**src/rtl/fizzbuzz_gen.sv**
```systemverilog
// fizzbuzz_gen: streams the FizzBuzz sequence 1..LIMIT as ASCII characters,
// one line per value, to a byte-serial transmitter.
//
// Ports:
//   clk      rising-edge clock
//   rst      synchronous, active-high reset
//   start    begins a run from IDLE or DONE (ignored while a run is active)
//   pause    holds off new character issue while high
//   tx_busy  transmitter busy; no character is issued while high
//   tx_send  one-cycle strobe, never high in two consecutive cycles
//   tx_char  7-bit ASCII character, held until the next strobe
//   count    current value in BCD, digit 0 in bits [3:0]
//   done     high once the run has printed LIMIT
module fizzbuzz_gen #(
    parameter int DIV_A   = 3,
    parameter int DIV_B   = 5,
    parameter int LIMIT   = 100,
    parameter int NDIGITS = 3,
    parameter int CRLF    = 1
) (
    input  logic                   clk,
    input  logic                   rst,
    input  logic                   start,
    input  logic                   pause,
    input  logic                   tx_busy,
    output logic                   tx_send,
    output logic [6:0]             tx_char,
    output logic [4*NDIGITS-1:0]   count,
    output logic                   done
);

    localparam int CW = 4 * NDIGITS;
    localparam int AW = (DIV_A > 1) ? $clog2(DIV_A) : 1;
    localparam int BW = (DIV_B > 1) ? $clog2(DIV_B) : 1;

    function automatic logic [CW-1:0] to_bcd(input int value);
        logic [CW-1:0] r;
        int            v;
        r = '0;
        v = value;
        for (int unsigned i = 0; i < NDIGITS; i++) begin
            r[4*i +: 4] = 4'(v % 10);
            v = v / 10;
        end
        return r;
    endfunction

    localparam logic [CW-1:0] LIMIT_BCD = to_bcd(LIMIT);

    typedef enum logic [1:0] {IDLE, NEXT, EMIT, DONE} state_t;
    typedef enum logic [1:0] {LINE_NUM, LINE_FIZZ, LINE_BUZZ, LINE_FB} line_t;

    state_t        state, state_n;
    logic [CW-1:0] count_n;
    logic [AW-1:0] mod_a, mod_a_n;
    logic [BW-1:0] mod_b, mod_b_n;
    logic [3:0]    idx, idx_n;
    logic          send_n;
    logic [6:0]    char_n;

    line_t         kind;
    logic [CW-1:0] count_inc;
    logic [6:0]    cur_char;
    logic          cur_skip;
    logic          cur_last;

    // Line type follows directly from the residues, which stay fixed during EMIT.
    always_comb begin
        kind = LINE_NUM;
        if (mod_a == '0 && mod_b == '0) kind = LINE_FB;
        else if (mod_a == '0)           kind = LINE_FIZZ;
        else if (mod_b == '0)           kind = LINE_BUZZ;
    end

    // Decimal increment with carry ripple across the BCD digits.
    always_comb begin
        logic       carry;
        logic [3:0] d;
        count_inc = count;
        carry     = 1'b1;
        for (int unsigned i = 0; i < NDIGITS; i++) begin
            d = count[4*i +: 4];
            if (carry) begin
                if (d == 4'd9) begin
                    count_inc[4*i +: 4] = 4'd0;
                end else begin
                    count_inc[4*i +: 4] = d + 4'd1;
                    carry = 1'b0;
                end
            end
        end
    end

    // Character at the current index: body (word or digits) then line ending.
    // A digit is skipped when it and every more-significant digit are zero,
    // except for digit 0 which always prints.
    always_comb begin
        int unsigned pos, body_len, p, w;
        logic        nz;
        logic [3:0]  dig;
        cur_char = 7'h0A;
        cur_skip = 1'b0;
        cur_last = 1'b0;
        nz       = 1'b0;
        dig      = 4'd0;
        p        = 0;
        w        = 0;
        pos      = 32'(idx);
        case (kind)
            LINE_FB:             body_len = 8;
            LINE_FIZZ, LINE_BUZZ: body_len = 4;
            default:             body_len = NDIGITS;
        endcase
        if (pos < body_len) begin
            if (kind == LINE_NUM) begin
                p = NDIGITS - 1 - pos;
                for (int unsigned i = 0; i < NDIGITS; i++) begin
                    if (i == p) dig = count[4*i +: 4];
                    if (i >= p && count[4*i +: 4] != 4'd0) nz = 1'b1;
                end
                cur_skip = (p != 0) && !nz;
                cur_char = {3'b011, dig};
            end else begin
                w = (kind == LINE_BUZZ) ? pos + 4 : pos;
                case (w)
                    0:       cur_char = 7'h46;  // F
                    1:       cur_char = 7'h69;  // i
                    4:       cur_char = 7'h42;  // B
                    5:       cur_char = 7'h75;  // u
                    default: cur_char = 7'h7A;  // z
                endcase
            end
        end else if (pos == body_len) begin
            cur_char = (CRLF != 0) ? 7'h0D : 7'h0A;
            cur_last = (CRLF == 0);
        end else begin
            cur_char = 7'h0A;
            cur_last = 1'b1;
        end
    end

    always_comb begin
        state_n = state;
        count_n = count;
        mod_a_n = mod_a;
        mod_b_n = mod_b;
        idx_n   = idx;
        send_n  = 1'b0;
        char_n  = tx_char;
        case (state)
            IDLE, DONE: begin
                if (start) begin
                    state_n = NEXT;
                    count_n = '0;
                    mod_a_n = '0;
                    mod_b_n = '0;
                end
            end
            NEXT: begin
                if (count == LIMIT_BCD) begin
                    state_n = DONE;
                end else begin
                    count_n = count_inc;
                    mod_a_n = (mod_a == AW'(DIV_A - 1)) ? '0 : mod_a + 1'b1;
                    mod_b_n = (mod_b == BW'(DIV_B - 1)) ? '0 : mod_b + 1'b1;
                    idx_n   = '0;
                    state_n = EMIT;
                end
            end
            EMIT: begin
                if (cur_skip) begin
                    idx_n = idx + 4'd1;
                end else if (!tx_busy && !pause && !tx_send) begin
                    send_n = 1'b1;
                    char_n = cur_char;
                    idx_n  = idx + 4'd1;
                    if (cur_last) state_n = NEXT;
                end
            end
            default: state_n = IDLE;
        endcase
    end

    always_ff @(posedge clk) begin
        if (rst) begin
            state   <= IDLE;
            count   <= '0;
            mod_a   <= '0;
            mod_b   <= '0;
            idx     <= '0;
            tx_send <= 1'b0;
            tx_char <= '0;
        end else begin
            state   <= state_n;
            count   <= count_n;
            mod_a   <= mod_a_n;
            mod_b   <= mod_b_n;
            idx     <= idx_n;
            tx_send <= send_n;
            tx_char <= char_n;
        end
    end

    assign done = (state == DONE);

endmodule

```
**config.mk**
```make
export PLATFORM = sky130hd
export DESIGN_NAME = fizzbuzz_gen
export DESIGN_NICKNAME = d
export VERILOG_FILES = /design/src/rtl/fizzbuzz_gen.sv
export SDC_FILE = /design/constraint.sdc
export NUM_CORES = 1
export LEC_CHECK = 0
export ABC_AREA = 1
export BUFFER_PORTS_ARGS = -buffer_cell sky130_fd_sc_hd__buf_2
export CORE_UTILIZATION = 53
export CTS_BUF_LIST = sky130_fd_sc_hd__clkbuf_8
export DETAILED_ROUTE_END_ITERATION = 8
export PLACE_DENSITY = 0.84
export SLEW_MARGIN = 30
export SYNTH_ARGS = -nofsm -noshare
export SYNTH_HDL_FRONTEND = slang
export SYNTH_SLANG_ARGS = --single-unit
export TNS_END_PERCENT = 50
```
**constraint.sdc**
```tcl
create_clock -name clk -period 2.3 [get_ports clk]
set_clock_uncertainty 0.15 [all_clocks]
set_input_delay 0.115 -clock clk [delete_from_list [all_inputs] [get_ports clk]]
set_output_delay 0.115 -clock clk [all_outputs]
set_load 0.02 [all_outputs]
```
==> results of run 1 <==
stage by stage:
stage                     cells  hold WS, ps  util, %  total power, mW  setup WS [ps]
after detailed placement    419        277.0    63.90            3.352         -161.3
after global routing        432        72.32    70.39            4.618         -122.5
after floorplan             331        191.8        -            2.593          5.132
final                       432        49.75    70.39            4.225          14.30
after CTS                   429        47.20    67.67            3.883          1.733
after global placement      419        281.8    63.90            3.278         -54.16
cell type report:
class                   instances  area [sq um]  share of cell area (%)
repair buffers                 48         300.3                   10.44
well taps                      50         62.56                   2.175
clock buffers                   5         68.82                   2.392
inverters                      56         217.7                   7.569
clock inverters                 3         20.02                  0.6960
flip-flops and latches         31         624.3                   21.71
multi-input cells             239          1583                   55.02
where the power goes:
part / internal, mW / switching (mW)
clock network: 0.210 / 0.226
logic: 1.17 / 1.80
registers: 0.668 / 0.152
total: 2.05 / 2.18
repair_timing:
action | 4_1_cts | 5_1_grt
hold endpoints to repair | 3 | 0
hold buffers | 1 | 0
buffers inserted | 1 | 3
setup endpoints to repair | 14 | 14
resized for setup | 12 | 28
pin swaps | 4 | 18
flip-flops by register name (all words and copies together), names as in the netlist:
register / cells
tx_send: 1
idx: 4
mod_b: 3
state: 2
tx_char: 7
count: 12
mod_a: 2
worst register-to-register path, stage by stage (launching register included):
cell and delay, ps:
sky130_fd_sc_hd__dfxtp_2 340, sky130_fd_sc_hd__inv_2 50, sky130_fd_sc_hd__ha_4 160, sky130_fd_sc_hd__nand2_4 70, sky130_fd_sc_hd__inv_2 40, sky130_fd_sc_hd__ha_1 190, sky130_fd_sc_hd__inv_2 70, sky130_fd_sc_hd__ha_4 210
sky130_fd_sc_hd__a21oi_4 170, sky130_fd_sc_hd__nand3_4 100, sky130_fd_sc_hd__nor2_4 130, sky130_fd_sc_hd__nand3_4 140, sky130_fd_sc_hd__nand2_4 100, sky130_fd_sc_hd__nand2_4 70, sky130_fd_sc_hd__o21ai_2 140, sky130_fd_sc_hd__nor2_1 50
cell usage after synthesis (3+ instances only):
cell,number,area share (%)
sky130_fd_sc_hd__a21oi_1,25,5.4
sky130_fd_sc_hd__nand2_1,56,9.1
sky130_fd_sc_hd__nor2_4,3,1.5
sky130_fd_sc_hd__a211oi_1,5,1.6
sky130_fd_sc_hd__dfxtp_1,31,27
sky130_fd_sc_hd__nand2_4,5,2.4
sky130_fd_sc_hd__nor3_1,3,0.65
sky130_fd_sc_hd__inv_2,4,0.65
sky130_fd_sc_hd__o21ai_1,4,0.87
sky130_fd_sc_hd__nand3_1,28,6.1
sky130_fd_sc_hd__ha_1,27,15
sky130_fd_sc_hd__xor2_1,3,1.1
sky130_fd_sc_hd__nand4_1,8,2.2
sky130_fd_sc_hd__inv_1,51,8.3
sky130_fd_sc_hd__o21ai_0,15,3.3
sky130_fd_sc_hd__nor2_1,44,7.2
kinds of logic after synthesis:
kind of cell    synth area share [%]
xor+xnor                       1.142
flops                          26.97
fa+ha+maj                      14.68
buf+inv                        10.93
compound gates                 13.38
simple gates                   32.90
metal layers:
| metal | vias to the layer above | part of all wire [%] | routed length, um | GRT usage (%) |
|---|---|---|---|---|
| li1 | 1173 | - | - | - |
| met2 | 93 | 49 | 2708 | 41.83 |
| met3 | 11 | 6.0 | 335 | 5.833 |
| met5 | - | 0 | 0 | 0 |
| met1 | 1057 | 44 | 2444 | 33.30 |
| met4 | 0 | 1.5 | 83 | 11.46 |
worst max-delay path by stage:
stage / startpoint / end / slack [ps] / cells past startpoint
2_1_floorplan: mod_b[0]$_SDFFE_PP0P_ / idx[0]$_SDFFE_PP0P_ / 5 / 16
3_3_place_gp: mod_b[0]$_SDFFE_PP0P_ / idx[2]$_SDFFE_PP0P_ / -50 / 17
3_5_place_dp: mod_b[0]$_SDFFE_PP0P_ / idx[1]$_SDFFE_PP0P_ / -160 / 17
4_1_cts: mod_b[1]$_SDFFE_PP0P_ / idx[1]$_SDFFE_PP0P_ / 2 / 17
5_1_grt: mod_b[0]$_SDFFE_PP0P_ / idx[0]$_SDFFE_PP0P_ / -120 / 16
6_report: mod_b[0]$_SDFFE_PP0P_ / idx[0]$_SDFFE_PP0P_ / 10 / 15
==> metrics.log, run 1 <==
INFO  metric run_status = finished, final reports clean
INFO  metric detail_route.first_pass.iterations = 5
INFO  metric first_global_vias = 2062
INFO  metric post_synth.cell_area_avg = 6.952 sq um
INFO  metric worst-slew-pin-transition = about 420 ps
INFO  metric postRouteAntennaNets = 0
INFO  metric worst_min_path_class = in2reg
INFO  metric clk_pin_slew_worst_paths = ~70 ps
INFO  metric finalHoldViolations = 0
INFO  metric family_with_the_most_delay_on_the_worst_path = simple AND/OR/NAND/NOR gates
INFO  metric pin_count = 26
INFO  metric hold_start = pause
INFO  metric seq_area_frac_synth = 26.97%
INFO  metric placementRows = 23
INFO  metric placed_area = 2611 sq um
INFO  metric max_cap_viol_count = 0
INFO  metric htree_num_levels = 2
INFO  metric drt_first_iter_violations = around 120
INFO  metric timing_worst_setup_path_type = reg2reg
INFO  metric layout.cells.most_common_list = 49 x sky130_fd_sc_hd__nand2_1, 42 x sky130_fd_sc_hd__inv_1, 40 x sky130_fd_sc_hd__nor2_1
INFO  metric layout_commonest_cell = sky130_fd_sc_hd__nand2_1
INFO  metric ys.flop_type = sky130_fd_sc_hd__dfxtp_1
INFO  metric synth_enable_flop_cells = 0
INFO  metric detailed_place_hpwl = 4104 um
INFO  metric timing.final.crit_share = 99.38%
INFO  metric clock_tree_from_tritoncts = built
INFO  metric grt_antenna_before_repair = 0
INFO  metric die-height = 67.89 um
INFO  metric worst_hold_path.endpoint = tx_send$_SDFF_PP0_
INFO  metric min_delay_path_depth = 4
INFO  metric drt_drc_violations_left = 0
INFO  metric worst-endpoint-required = 2330 ps
INFO  metric final_weighted_congestion_in_routability_driven_placement = 0.9173
INFO  metric grt_pass1_wl = 8914 um
INFO  metric num_antenna_cells = 0
INFO  metric initial_core_util = 56.31%
INFO  metric tritoncts_num_sinks = 31
INFO  metric worstReg2RegStart = mod_b[0]$_SDFFE_PP0P_
INFO  metric fin_nets = 413
INFO  metric count_of_final_max_slew_check_failures = 0
INFO  metric achievable-frequency = 437.5 MHz
INFO  metric cp_launch_type = flop
INFO  metric fillCellCount = 340
INFO  metric vias = 2334
INFO  metric postSynthNetCount = 363
INFO  metric grt_setup_unrepaired = yes
INFO  metric critPathArrivalTime = 2320 ps
INFO  metric yosysWarnings = 0
INFO  metric cts-root-to-sink-buffers = 2
INFO  metric detail_route.wirelength = about 5600 um
INFO  metric dieWidth = 67.89 um
INFO  metric mean_number_of_vias_per_cell = ~5.4
INFO  metric quantity_of_i_o_buffers_inserted_on_ports = 25
INFO  metric clock-root-buffer = sky130_fd_sc_hd__clkbuf_8
INFO  metric placeableCoreArea = slightly above 4000 sq um
INFO  metric grt_usage = a little over a quarter
INFO  metric drive_gt1_share = 29.84%
INFO  metric clock_insertion_delay_worst_skew = just under 300 ps
INFO  metric irDropWorstVdd = 0.0009056 V
INFO  metric leakagePower = 1.378 nW
INFO  metric worstSetupEndpointType = flop
INFO  metric critPathMaxStageDelay = between 300 and 400 ps
INFO  metric min_period = 2286 ps
INFO  metric floorplan.die_area = ~4600 sq um
INFO  metric async_reset_ff_share = 0%
INFO  metric largest_net_degree_at_the_start_of_global_routing = 16
INFO  metric final_design_area_no_fill = 2877 sq um
INFO  metric critical_path.slowest_cell = sky130_fd_sc_hd__dfxtp_2
INFO  metric r2r-end = idx[0]$_SDFFE_PP0P_
INFO  metric timing.reg2reg.setup_slack = around 14 ps
INFO  metric synth_cell_type_count = 30
INFO  metric totalNegativeSetupSlack = 0 ps
INFO  metric area_growth_syn_to_fin = 25.01%
INFO  metric cp_cell_sequence = inv_2 -> ha_4 -> nand2_4 -> inv_2 -> ha_1 -> inv_2 -> ha_4 -> a21oi_4 -> nand3_4 -> nor2_4 -> nand3_4 -> nand2_4 -> nand2_4 -> o21ai_2 -> nor2_1
INFO  metric gr-total-overflow = 0
INFO  metric cts-buffers-inserted = 5
INFO  metric timing.final.setup_violations = 0
INFO  metric max_fo_critical_path = 6
INFO  metric timing.reg2reg.worst_path_depth = 15
INFO  metric syn_inst = 331
INFO  metric syn-cell-area = ~2300 sq um
INFO  metric slew-limit-headroom = between 70% and 80%
INFO  metric avgRoutedWirePerCell = 12.90 um
INFO  metric crit_buf_inv = 3
INFO  metric pwr_density_cell = around 1500 nW/um^2
INFO  metric synth_seq_cells = 31
Power figures use the tool's default switching activity.
==> run 2, diff against run 1 <==
--- a/config.mk
+++ b/config.mk
@@ -6,11 +6,11 @@
 export NUM_CORES = 1
 export LEC_CHECK = 0
 export ABC_AREA = 1
-export BUFFER_PORTS_ARGS = -buffer_cell sky130_fd_sc_hd__buf_2
+export BUFFER_PORTS_ARGS = -buffer_cell sky130_fd_sc_hd__buf_4
 export CORE_UTILIZATION = 53
 export CTS_BUF_LIST = sky130_fd_sc_hd__clkbuf_8
 export DETAILED_ROUTE_END_ITERATION = 8
-export PLACE_DENSITY = 0.84
+export PLACE_DENSITY = 0.76
 export SLEW_MARGIN = 30
 export SYNTH_ARGS = -nofsm -noshare
 export SYNTH_HDL_FRONTEND = slang
==> run 2 against run 1 <==
Compared with the run above: setup slack worse by 48 ps; critical path depth did not move; critical endpoint is now state[1]$_SDFFE_PP0P_; the run now ends with negative setup slack left; largest power group unchanged; power is 5.5% higher; combinational power rose by 7.7%; hold slack worse by 24 ps; global-route usage rose by 2.9 points; routed wire length up 8.3%; sequential power is 2% higher; sequential share of layout area shrank 1.2 points.
==> metrics.log, run 2 (synthesis gave the netlist of run 1 again) <==
INFO  metric run_status = complete, but fails checks (was finished, final reports clean)
INFO  metric violations = negative setup slack
INFO  metric sw_frac_of_total = 50.81% (was 51.52%)
INFO  metric setup_slack = -33.31 ps (was 14.30 ps)
INFO  metric pin_count = 26 (unchanged)
INFO  metric clock_insertion_delay_worst_skew = 290 ps (about the same)
INFO  metric dieWidth = 67.89 um (unchanged)
INFO  metric timing.final.crit_share = 101.4% (was 99.38%)
INFO  metric detail_route.first_pass.iterations = 4 (was 5)
INFO  metric report.power.total = 4.458 mW (was 4.225 mW)
INFO  metric hold_start = tx_busy (was pause)
INFO  metric clock-root-buffer = sky130_fd_sc_hd__clkbuf_8 (unchanged)
INFO  metric tritoncts_num_sinks = 31 (unchanged)
INFO  metric worst_min_path_class = in2reg (unchanged)
INFO  metric grt_pass1_wl = 9880 um (was 8914 um)
INFO  metric grt_usage = 28.94% (was 26.08%)
INFO  metric first_global_vias = 2250 (was 2062)
INFO  metric placementRows = 23 (unchanged)
INFO  metric fin_nets = 426 (was 413)
INFO  metric grt_antenna_before_repair = 0 (unchanged)
INFO  metric count_of_final_max_slew_check_failures = 0 (unchanged)
INFO  metric final_weighted_congestion_in_routability_driven_placement = 0.8898 (was 0.9173)
INFO  metric die-height = 67.89 um (unchanged)
INFO  metric worstReg2RegStart = mod_b[0]$_SDFFE_PP0P_ (unchanged)
INFO  metric top_register = count (unchanged)
INFO  metric avgRoutedWirePerCell = 13.56 um (was 12.90 um)
INFO  metric layout_top_registers = count: 12 flops, tx_char: 7 flops, idx: 4 flops (unchanged)
INFO  metric finalHoldViolations = 0 (unchanged)
INFO  metric detailed_place_hpwl = 4194 um (was 4104 um)
INFO  metric worst-slew-pin-transition = 392.9 ps (was 424.1 ps)
INFO  metric worst-endpoint-required = 2380 ps (was 2330 ps)
INFO  metric num_antenna_cells = 0 (unchanged)
INFO  metric clock_power_share = 9.3% (was 10.3%)
INFO  metric irDropWorstVdd = 0.0007613 V (was 0.0009056 V)
INFO  metric layout_commonest_cell = sky130_fd_sc_hd__buf_4 (was sky130_fd_sc_hd__nand2_1)
INFO  metric area_growth_syn_to_fin = 32.57% (was 25.01%)
INFO  metric timing_worst_setup_path_type = reg2reg (unchanged)
INFO  metric htree_num_levels = 2 (unchanged)
INFO  metric drt_first_iter_violations = 107 (was 121)
INFO  metric clk_pin_slew_worst_paths = 70 ps (about the same)
INFO  metric gr-total-overflow = 0 (unchanged)
INFO  metric cp_launch_type = flop (unchanged)
INFO  metric grt_setup_unrepaired = yes (unchanged)
INFO  metric timing.final.setup_violations = 5 (was 0)
INFO  metric max_cap_viol_count = 0 (unchanged)
INFO  metric drt_drc_violations_left = 0 (unchanged)
INFO  metric cts-buffers-inserted = 5 (unchanged)
INFO  metric floorplan.die_area = 4609 sq um (unchanged)
INFO  metric power_report.internal_total = 2.193 mW (was 2.048 mW)
INFO  metric initial_core_util = 56.31% (unchanged)
INFO  metric fillCellCount = 326 (was 340)
INFO  metric drive_gt1_share = 32.15% (was 29.84%)
INFO  metric mean_number_of_vias_per_cell = 5.312 (was 5.403)
INFO  metric pwr_density_cell = 1461 nW/um^2 (was 1469 nW/um^2)
INFO  metric r2r-end = state[1]$_SDFFE_PP0P_ (was idx[0]$_SDFFE_PP0P_)
INFO  metric clock_tree_from_tritoncts = built (unchanged)
INFO  metric slew-limit-headroom = 73.59% (was 71.49%)
INFO  metric pwr-share-comb = 71.8% (was 70.3%)
INFO  metric critPathArrivalTime = 2410 ps (was 2320 ps)
INFO  metric largest_net_degree_at_the_start_of_global_routing = 16 (unchanged)
INFO  metric share_seq_of_total_power = 18.8% (was 19.4%)
INFO  metric detail_route.wirelength = 6036 um (was 5571 um)
INFO  metric worstSetupEndpointType = flop (unchanged)
INFO  metric cts-root-to-sink-buffers = 2 (unchanged)
INFO  metric timing.reg2reg.worst_path_depth = 15 (unchanged)
INFO  metric netSwitchingPower = 2.265 mW (was 2.177 mW)
INFO  metric min_period = 2333 ps (was 2286 ps)
INFO  metric postRouteAntennaNets = 0 (unchanged)
INFO  metric achievable-frequency = 428.6 MHz (was 437.5 MHz)
INFO  metric leakagePower = 1.450 nW (was 1.378 nW)
INFO  metric largest_reg_flops = 12 (unchanged)
INFO  metric worst_hold_path.endpoint = tx_send$_SDFF_PP0_ (unchanged)
INFO  metric layout.cells.most_common_list = 60 x sky130_fd_sc_hd__buf_4, 50 x sky130_fd_sc_hd__nand2_1, 44 x sky130_fd_sc_hd__inv_1 (was 49 x sky130_fd_sc_hd__nand2_1, 42 x sky130_fd_sc_hd__inv_1, 40 x sky130_fd_sc_hd__nor2_1)
INFO  metric min_delay_path_depth = 4 (unchanged)
INFO  metric placeableCoreArea = 4086 sq um (unchanged)
INFO  metric max_fo_critical_path = 7 (was 6)
INFO  metric timing.reg2reg.setup_slack = -30 ps (was 10 ps)
INFO  metric hold_slack = 25.62 ps (was 49.75 ps)
INFO  metric quantity_of_i_o_buffers_inserted_on_ports = 25 (unchanged)
INFO  metric vias = 2364 (was 2334)
run 2: cell count changes in the layout (fill, tap and decap cells not counted), moves of 2 or more:
cell and change:
sky130_fd_sc_hd__inv_2 -2, sky130_fd_sc_hd__buf_4 +38, sky130_fd_sc_hd__inv_4 +2, sky130_fd_sc_hd__buf_2 -25
sky130_fd_sc_hd__inv_1 +2, sky130_fd_sc_hd__clkinvlp_4 -2
run 2: how the worst max path moves through the flow:
stage,cells past startpoint,slack [ps],startpoint,endpoint
CTS,15,10,mod_b[1]$_SDFFE_PP0P_,mod_b[1]$_SDFFE_PP0P_
finish,15,-30,mod_b[0]$_SDFFE_PP0P_,state[1]$_SDFFE_PP0P_
global placement,17,-80,mod_b[0]$_SDFFE_PP0P_,idx[0]$_SDFFE_PP0P_
detailed placement,17,-190,mod_b[0]$_SDFFE_PP0P_,idx[1]$_SDFFE_PP0P_
floorplan,16,5,mod_b[0]$_SDFFE_PP0P_,idx[0]$_SDFFE_PP0P_
global route,15,-150,mod_b[0]$_SDFFE_PP0P_,state[1]$_SDFFE_PP0P_
run 2: through the flow:
stage	util (%)	cells	worst slack, ps	cell area, sq um	setup TNS (ps)
global placement	65.80	421	-76.83	2689	-355.9
global route	74.65	445	-151.8	3050	-1113
finish	74.65	445	-33.31	3050	-91.44
floorplan	-	331	5.132	2325	0
CTS	72.63	445	11.75	2968	0
detailed placement	65.80	421	-188.5	2689	-1639
run 2: repair_timing:
action / 4_1_cts / 5_1_grt
setup buffers: 15 / 2
endpoints found under the setup margin: 14 / 18
hold endpoints to repair: 5 / 0
pin swaps: 13 / 15
resized for setup: 19 / 27
hold buffers: 1 / 0
run 2: final cells by class:
class                      instances  area [sq um]  share of cell area, %
tap                               50         62.56                  2.051
inverter                          56         222.7                  7.301
multi-input combinational        239          1598                  52.38
timing repair buffer              61         460.4                  15.09
sequential                        31         625.6                  20.51
clock buffer                       5         68.82                  2.256
clock inverter                     3         12.51                 0.4102
run 2: worst max-delay path, stage by stage, from the launching register on:
cell and delay, ps:
sky130_fd_sc_hd__dfxtp_2 330, sky130_fd_sc_hd__inv_2 80, sky130_fd_sc_hd__ha_4 150, sky130_fd_sc_hd__nand2_4 60
sky130_fd_sc_hd__ha_4 170, sky130_fd_sc_hd__buf_4 160, sky130_fd_sc_hd__ha_1 210, sky130_fd_sc_hd__o21bai_2 170
sky130_fd_sc_hd__nand2_4 80, sky130_fd_sc_hd__nand2_1 100, sky130_fd_sc_hd__nand2_2 90, sky130_fd_sc_hd__a21oi_2 160
sky130_fd_sc_hd__nand2_2 100, sky130_fd_sc_hd__nor2_4 110, sky130_fd_sc_hd__inv_1 50, sky130_fd_sc_hd__a21oi_1 100
run 2: per-layer routing:
metal  track usage [%]  up-vias  share of wire (%)
li1                  -     1199                  -
met2             48.76       83                 48
met3             6.167       12                5.9
met1             34.69     1070                 44
met5                 0        -                  0
met4             14.06        0                2.1
run 2: power by group through the flow:
stage,Clock [mW],Combinational (mW),Sequential [mW]
finish,0.417,3.20,0.838
global route,0.438,3.53,0.857
CTS,0.414,2.90,0.821
detailed placement,0,2.60,0.824
global placement,0,2.53,0.818
floorplan,0,1.74,0.853
==> run 3, diff against run 2 <==
--- a/config.mk
+++ b/config.mk
@@ -7,10 +7,10 @@
 export LEC_CHECK = 0
 export ABC_AREA = 1
 export BUFFER_PORTS_ARGS = -buffer_cell sky130_fd_sc_hd__buf_4
-export CORE_UTILIZATION = 53
+export CORE_UTILIZATION = 49
 export CTS_BUF_LIST = sky130_fd_sc_hd__clkbuf_8
 export DETAILED_ROUTE_END_ITERATION = 8
-export PLACE_DENSITY = 0.76
+export PLACE_DENSITY = 0.71
 export SLEW_MARGIN = 30
 export SYNTH_ARGS = -nofsm -noshare
 export SYNTH_HDL_FRONTEND = slang
==> run 3 against run 2 <==
Compared with the run above: the flow finishes with violations (design-rule violations, negative setup slack); largest power group unchanged; maximum frequency is 1.2% higher; clock-buffer cell count up 1; setup slack improved by 28 ps; sequential power decreased by 1%; critical path depth grew 2; combinational power decreased by 2%; die area grew 7.9%; largest cell class unchanged; design area down 0.62%; critical path type unchanged; first-iteration DRC count is 19% higher.
==> metrics.log, run 3 (synthesis gave the netlist of run 1 again) <==
INFO  metric run_status = complete, but fails checks (unchanged)
INFO  metric violations = design-rule violations, negative setup slack (was negative setup slack)
INFO  metric cp_cell_sequence = inv_2 -> ha_4 -> nand2_4 -> ha_4 -> inv_2 -> ha_4 -> nand2_2 -> inv_2 -> nand2_4 -> nand3_4 -> nor2_4 -> nand3_4 -> buf_4 -> nand4_2 -> inv_1 -> nand2_1 -> nand2_1 (was inv_2 -> ha_4 -> nand2_4 -> ha_4 -> buf_4 -> ha_1 -> o21bai_2 -> nand2_4 -> nand2_1 -> nand2_2 -> a21oi_2 -> nand2_2 -> nor2_4 -> inv_1 -> a21oi_1)
INFO  metric htree_num_levels = 2 (unchanged)
INFO  metric timing_worst_setup_path_type = reg2reg (unchanged)
INFO  metric worst_min_path_class = in2reg (unchanged)
INFO  metric mean_number_of_vias_per_cell = 5.288 (was 5.312)
INFO  metric sw_frac_of_total = 49.09% (was 50.81%)
INFO  metric vias = 2311 (was 2364)
INFO  metric floorplan.die_area = 4974 sq um (was 4609 sq um)
INFO  metric layout_top_registers = count: 12 flops, tx_char: 7 flops, idx: 4 flops (unchanged)
INFO  metric hold_start = pause (was tx_busy)
INFO  metric drt_first_iter_violations = 127 (was 107)
INFO  metric pin_count = 26 (unchanged)
INFO  metric num_antenna_cells = 0 (unchanged)
INFO  metric count_of_final_max_slew_check_failures = 0 (unchanged)
INFO  metric clock_power_share = 12.4% (was 9.3%)
INFO  metric area_growth_syn_to_fin = 31.76% (was 32.57%)
INFO  metric postRouteAntennaNets = 0 (unchanged)
INFO  metric cp_num_cells = 17 (was 15)
INFO  metric pwr_density_cell = 1496 nW/um^2 (was 1461 nW/um^2)
INFO  metric totalNegativeSetupSlack = -7.781 ps (was -91.44 ps)
INFO  metric irDropWorstVdd = 0.0009277 V (was 0.0007613 V)
INFO  metric timing.reg2reg.worst_path_depth = 17 (was 15)
INFO  metric cts-buffers-inserted = 5 (unchanged)
INFO  metric worst-slew-pin-transition = 477.5 ps (was 392.9 ps)
INFO  metric cts-root-to-sink-buffers = 2 (unchanged)
INFO  metric layout_commonest_cell = sky130_fd_sc_hd__buf_4 (unchanged)
INFO  metric worstReg2RegStart = mod_b[0]$_SDFFE_PP0P_ (unchanged)
INFO  metric clk_pin_slew_worst_paths = 70 ps (about the same)
INFO  metric worst-endpoint-required = 2330 ps (was 2380 ps)
INFO  metric critPathArrivalTime = 2340 ps (was 2410 ps)
INFO  metric grt_setup_unrepaired = yes (unchanged)
INFO  metric grt_usage = 24.92% (was 28.94%)
INFO  metric quantity_of_i_o_buffers_inserted_on_ports = 25 (unchanged)
INFO  metric largest_net_degree_at_the_start_of_global_routing = 16 (unchanged)
INFO  metric top_register = count (unchanged)
INFO  metric initial_core_util = 51.77% (was 56.31%)
INFO  metric timing.reg2reg.setup_slack = -6 ps (was -30 ps)
INFO  metric placed_area = 2691 sq um (was 2689 sq um)
INFO  metric worstSetupEndpoint = tx_char[6]$_SDFFE_PP0P_ (was state[1]$_SDFFE_PP0P_)
INFO  metric layout.cells.most_common_list = 49 x sky130_fd_sc_hd__buf_4, 46 x sky130_fd_sc_hd__nand2_1, 41 x sky130_fd_sc_hd__inv_1 (was 60 x sky130_fd_sc_hd__buf_4, 50 x sky130_fd_sc_hd__nand2_1, 44 x sky130_fd_sc_hd__inv_1)
INFO  metric drt_drc_violations_left = 4 (was 0)
INFO  metric detail_route.wirelength = 5703 um (was 6036 um)
INFO  metric fin_nets = 416 (was 426)
INFO  metric share_seq_of_total_power = 18.2% (was 18.8%)
INFO  metric largest_reg_flops = 12 (unchanged)
INFO  metric gr-total-overflow = 0 (unchanged)
INFO  metric netSwitchingPower = 2.227 mW (was 2.265 mW)
INFO  metric timing.final.crit_share = 100.2% (was 101.4%)
INFO  metric family_with_the_most_delay_on_the_worst_path = simple AND/OR/NAND/NOR gates (unchanged)
INFO  metric placeableCoreArea = 4444 sq um (was 4086 sq um)
INFO  metric clock-root-buffer = sky130_fd_sc_hd__clkbuf_8 (unchanged)
INFO  metric timing.critical_path.from = mod_b[0]$_SDFFE_PP0P_ (unchanged)
INFO  metric final_weighted_congestion_in_routability_driven_placement = 0.8935 (was 0.8898)
INFO  metric leakagePower = 1.413 nW (was 1.450 nW)
INFO  metric first_global_vias = 2168 (was 2250)
INFO  metric clock_tree_from_tritoncts = built (unchanged)
INFO  metric max_fo_critical_path = 6 (was 7)
INFO  metric min_period = 2306 ps (was 2333 ps)
INFO  metric finalHoldViolations = 0 (unchanged)
INFO  metric avgRoutedWirePerCell = 13.05 um (was 13.56 um)
INFO  metric die-height = 70.53 um (was 67.89 um)
INFO  metric detail_route.first_pass.iterations = 7 (was 4)
INFO  metric crit_buf_inv = 5 (was 3)
INFO  metric cp_launch_type = flop (unchanged)
INFO  metric power_report.internal_total = 2.309 mW (was 2.193 mW)
INFO  metric slew-limit-headroom = 68.16% (was 73.59%)
INFO  metric max_cap_viol_count = 0 (unchanged)
INFO  metric dieWidth = 70.53 um (was 67.89 um)
INFO  metric timing.final.setup_violations = 2 (was 5)
INFO  metric min_delay_path_depth = 4 (unchanged)
INFO  metric clock_insertion_delay_worst_skew = 290 ps (about the same)
INFO  metric final_design_area_no_fill = 3032 sq um (was 3050 sq um)
INFO  metric detailed_place_hpwl = 4110 um (was 4194 um)
INFO  metric drive_gt1_share = 32.21% (was 32.15%)
INFO  metric critPathMaxStageDelay = 330 ps (about the same)
INFO  metric pwr-share-comb = 69.3% (was 71.8%)
INFO  metric worstSetupEndpointType = flop (unchanged)
INFO  metric critical_path.slowest_cell = sky130_fd_sc_hd__dfxtp_2 (unchanged)
INFO  metric tritoncts_num_sinks = 31 (unchanged)
INFO  metric grt_pass1_wl = 9860 um (was 9880 um)
INFO  metric r2r-end = tx_char[6]$_SDFFE_PP0P_ (was state[1]$_SDFFE_PP0P_)
INFO  metric placementRows = 24 (was 23)
INFO  metric grt_antenna_before_repair = 0 (unchanged)
INFO  metric achievable-frequency = 433.7 MHz (was 428.6 MHz)
INFO  metric setup_slack = -5.722 ps (was -33.31 ps)
[run 3: timing repair]
action	CTS	global route
resized for setup	15	37
hold buffers	1	0
hold endpoints to repair	5	0
cloned	0	0
pin swaps	7	20
endpoints found under the setup margin	13	16
setup buffers	3	2
[run 3: worst min path at each step]
stage	to	slack, ps
2_1_floorplan	tx_send$_SDFF_PP0_	190
3_3_place_gp	idx[3]$_SDFFE_PP0P_	220
3_5_place_dp	idx[3]$_SDFFE_PP0P_	220
4_1_cts	tx_send$_SDFF_PP0_	40
5_1_grt	tx_send$_SDFF_PP0_	50
6_report	tx_send$_SDFF_PP0_	30
[run 3: power by group through the flow]
stage | clock network, mW | logic [mW] | registers [mW]
2_1_floorplan | 0 | 1.74 | 0.853
3_3_place_gp | 0 | 2.56 | 0.817
3_5_place_dp | 0 | 2.60 | 0.820
4_1_cts | 0.571 | 2.73 | 0.812
5_1_grt | 0.594 | 3.50 | 0.847
6_report | 0.564 | 3.14 | 0.828
[run 3: layer usage]
| metal | track usage (%) | vias up | share of wire, % |
|---|---|---|---|
| met4 | 9.297 | 0 | 2.2 |
| li1 | - | 1178 | - |
| met5 | 0 | - | 0 |
| met1 | 31.97 | 1054 | 44 |
| met3 | 4.185 | 10 | 6.0 |
| met2 | 41.96 | 69 | 48 |
[run 3: layout make-up]
| type | instances | area (sq um) |
|---|---|---|
| repair buffers | 51 | 389.1 |
| inverters | 56 | 220.2 |
| clock inverters | 2 | 35.03 |
| multi-input cells | 239 | 1615 |
| fillers | 391 | 1413 |
| well taps | 52 | 65.06 |
| clock buffers | 6 | 82.58 |
| flip-flops and latches | 31 | 624.3 |
[run 3: tightest hold or removal path, delay by kind of cell]
family	cells	cell delay [ps]
buffers and inverters	2	140
and+or+nand+nor	2	160
[run 3: metrics by stage]
step	power (mW)	hold slack (ps)	utilization, %	std cells	setup WS, ps
2_1_floorplan	2.593	191.8	-	331	5.132
3_3_place_gp	3.376	223.8	60.56	423	-76.62
3_5_place_dp	3.421	222.3	60.56	423	-134.4
4_1_cts	4.112	35.34	65.23	435	1.650
5_1_grt	4.942	45.12	68.22	437	-131.3
6_report	4.536	30.83	68.22	437	-5.722
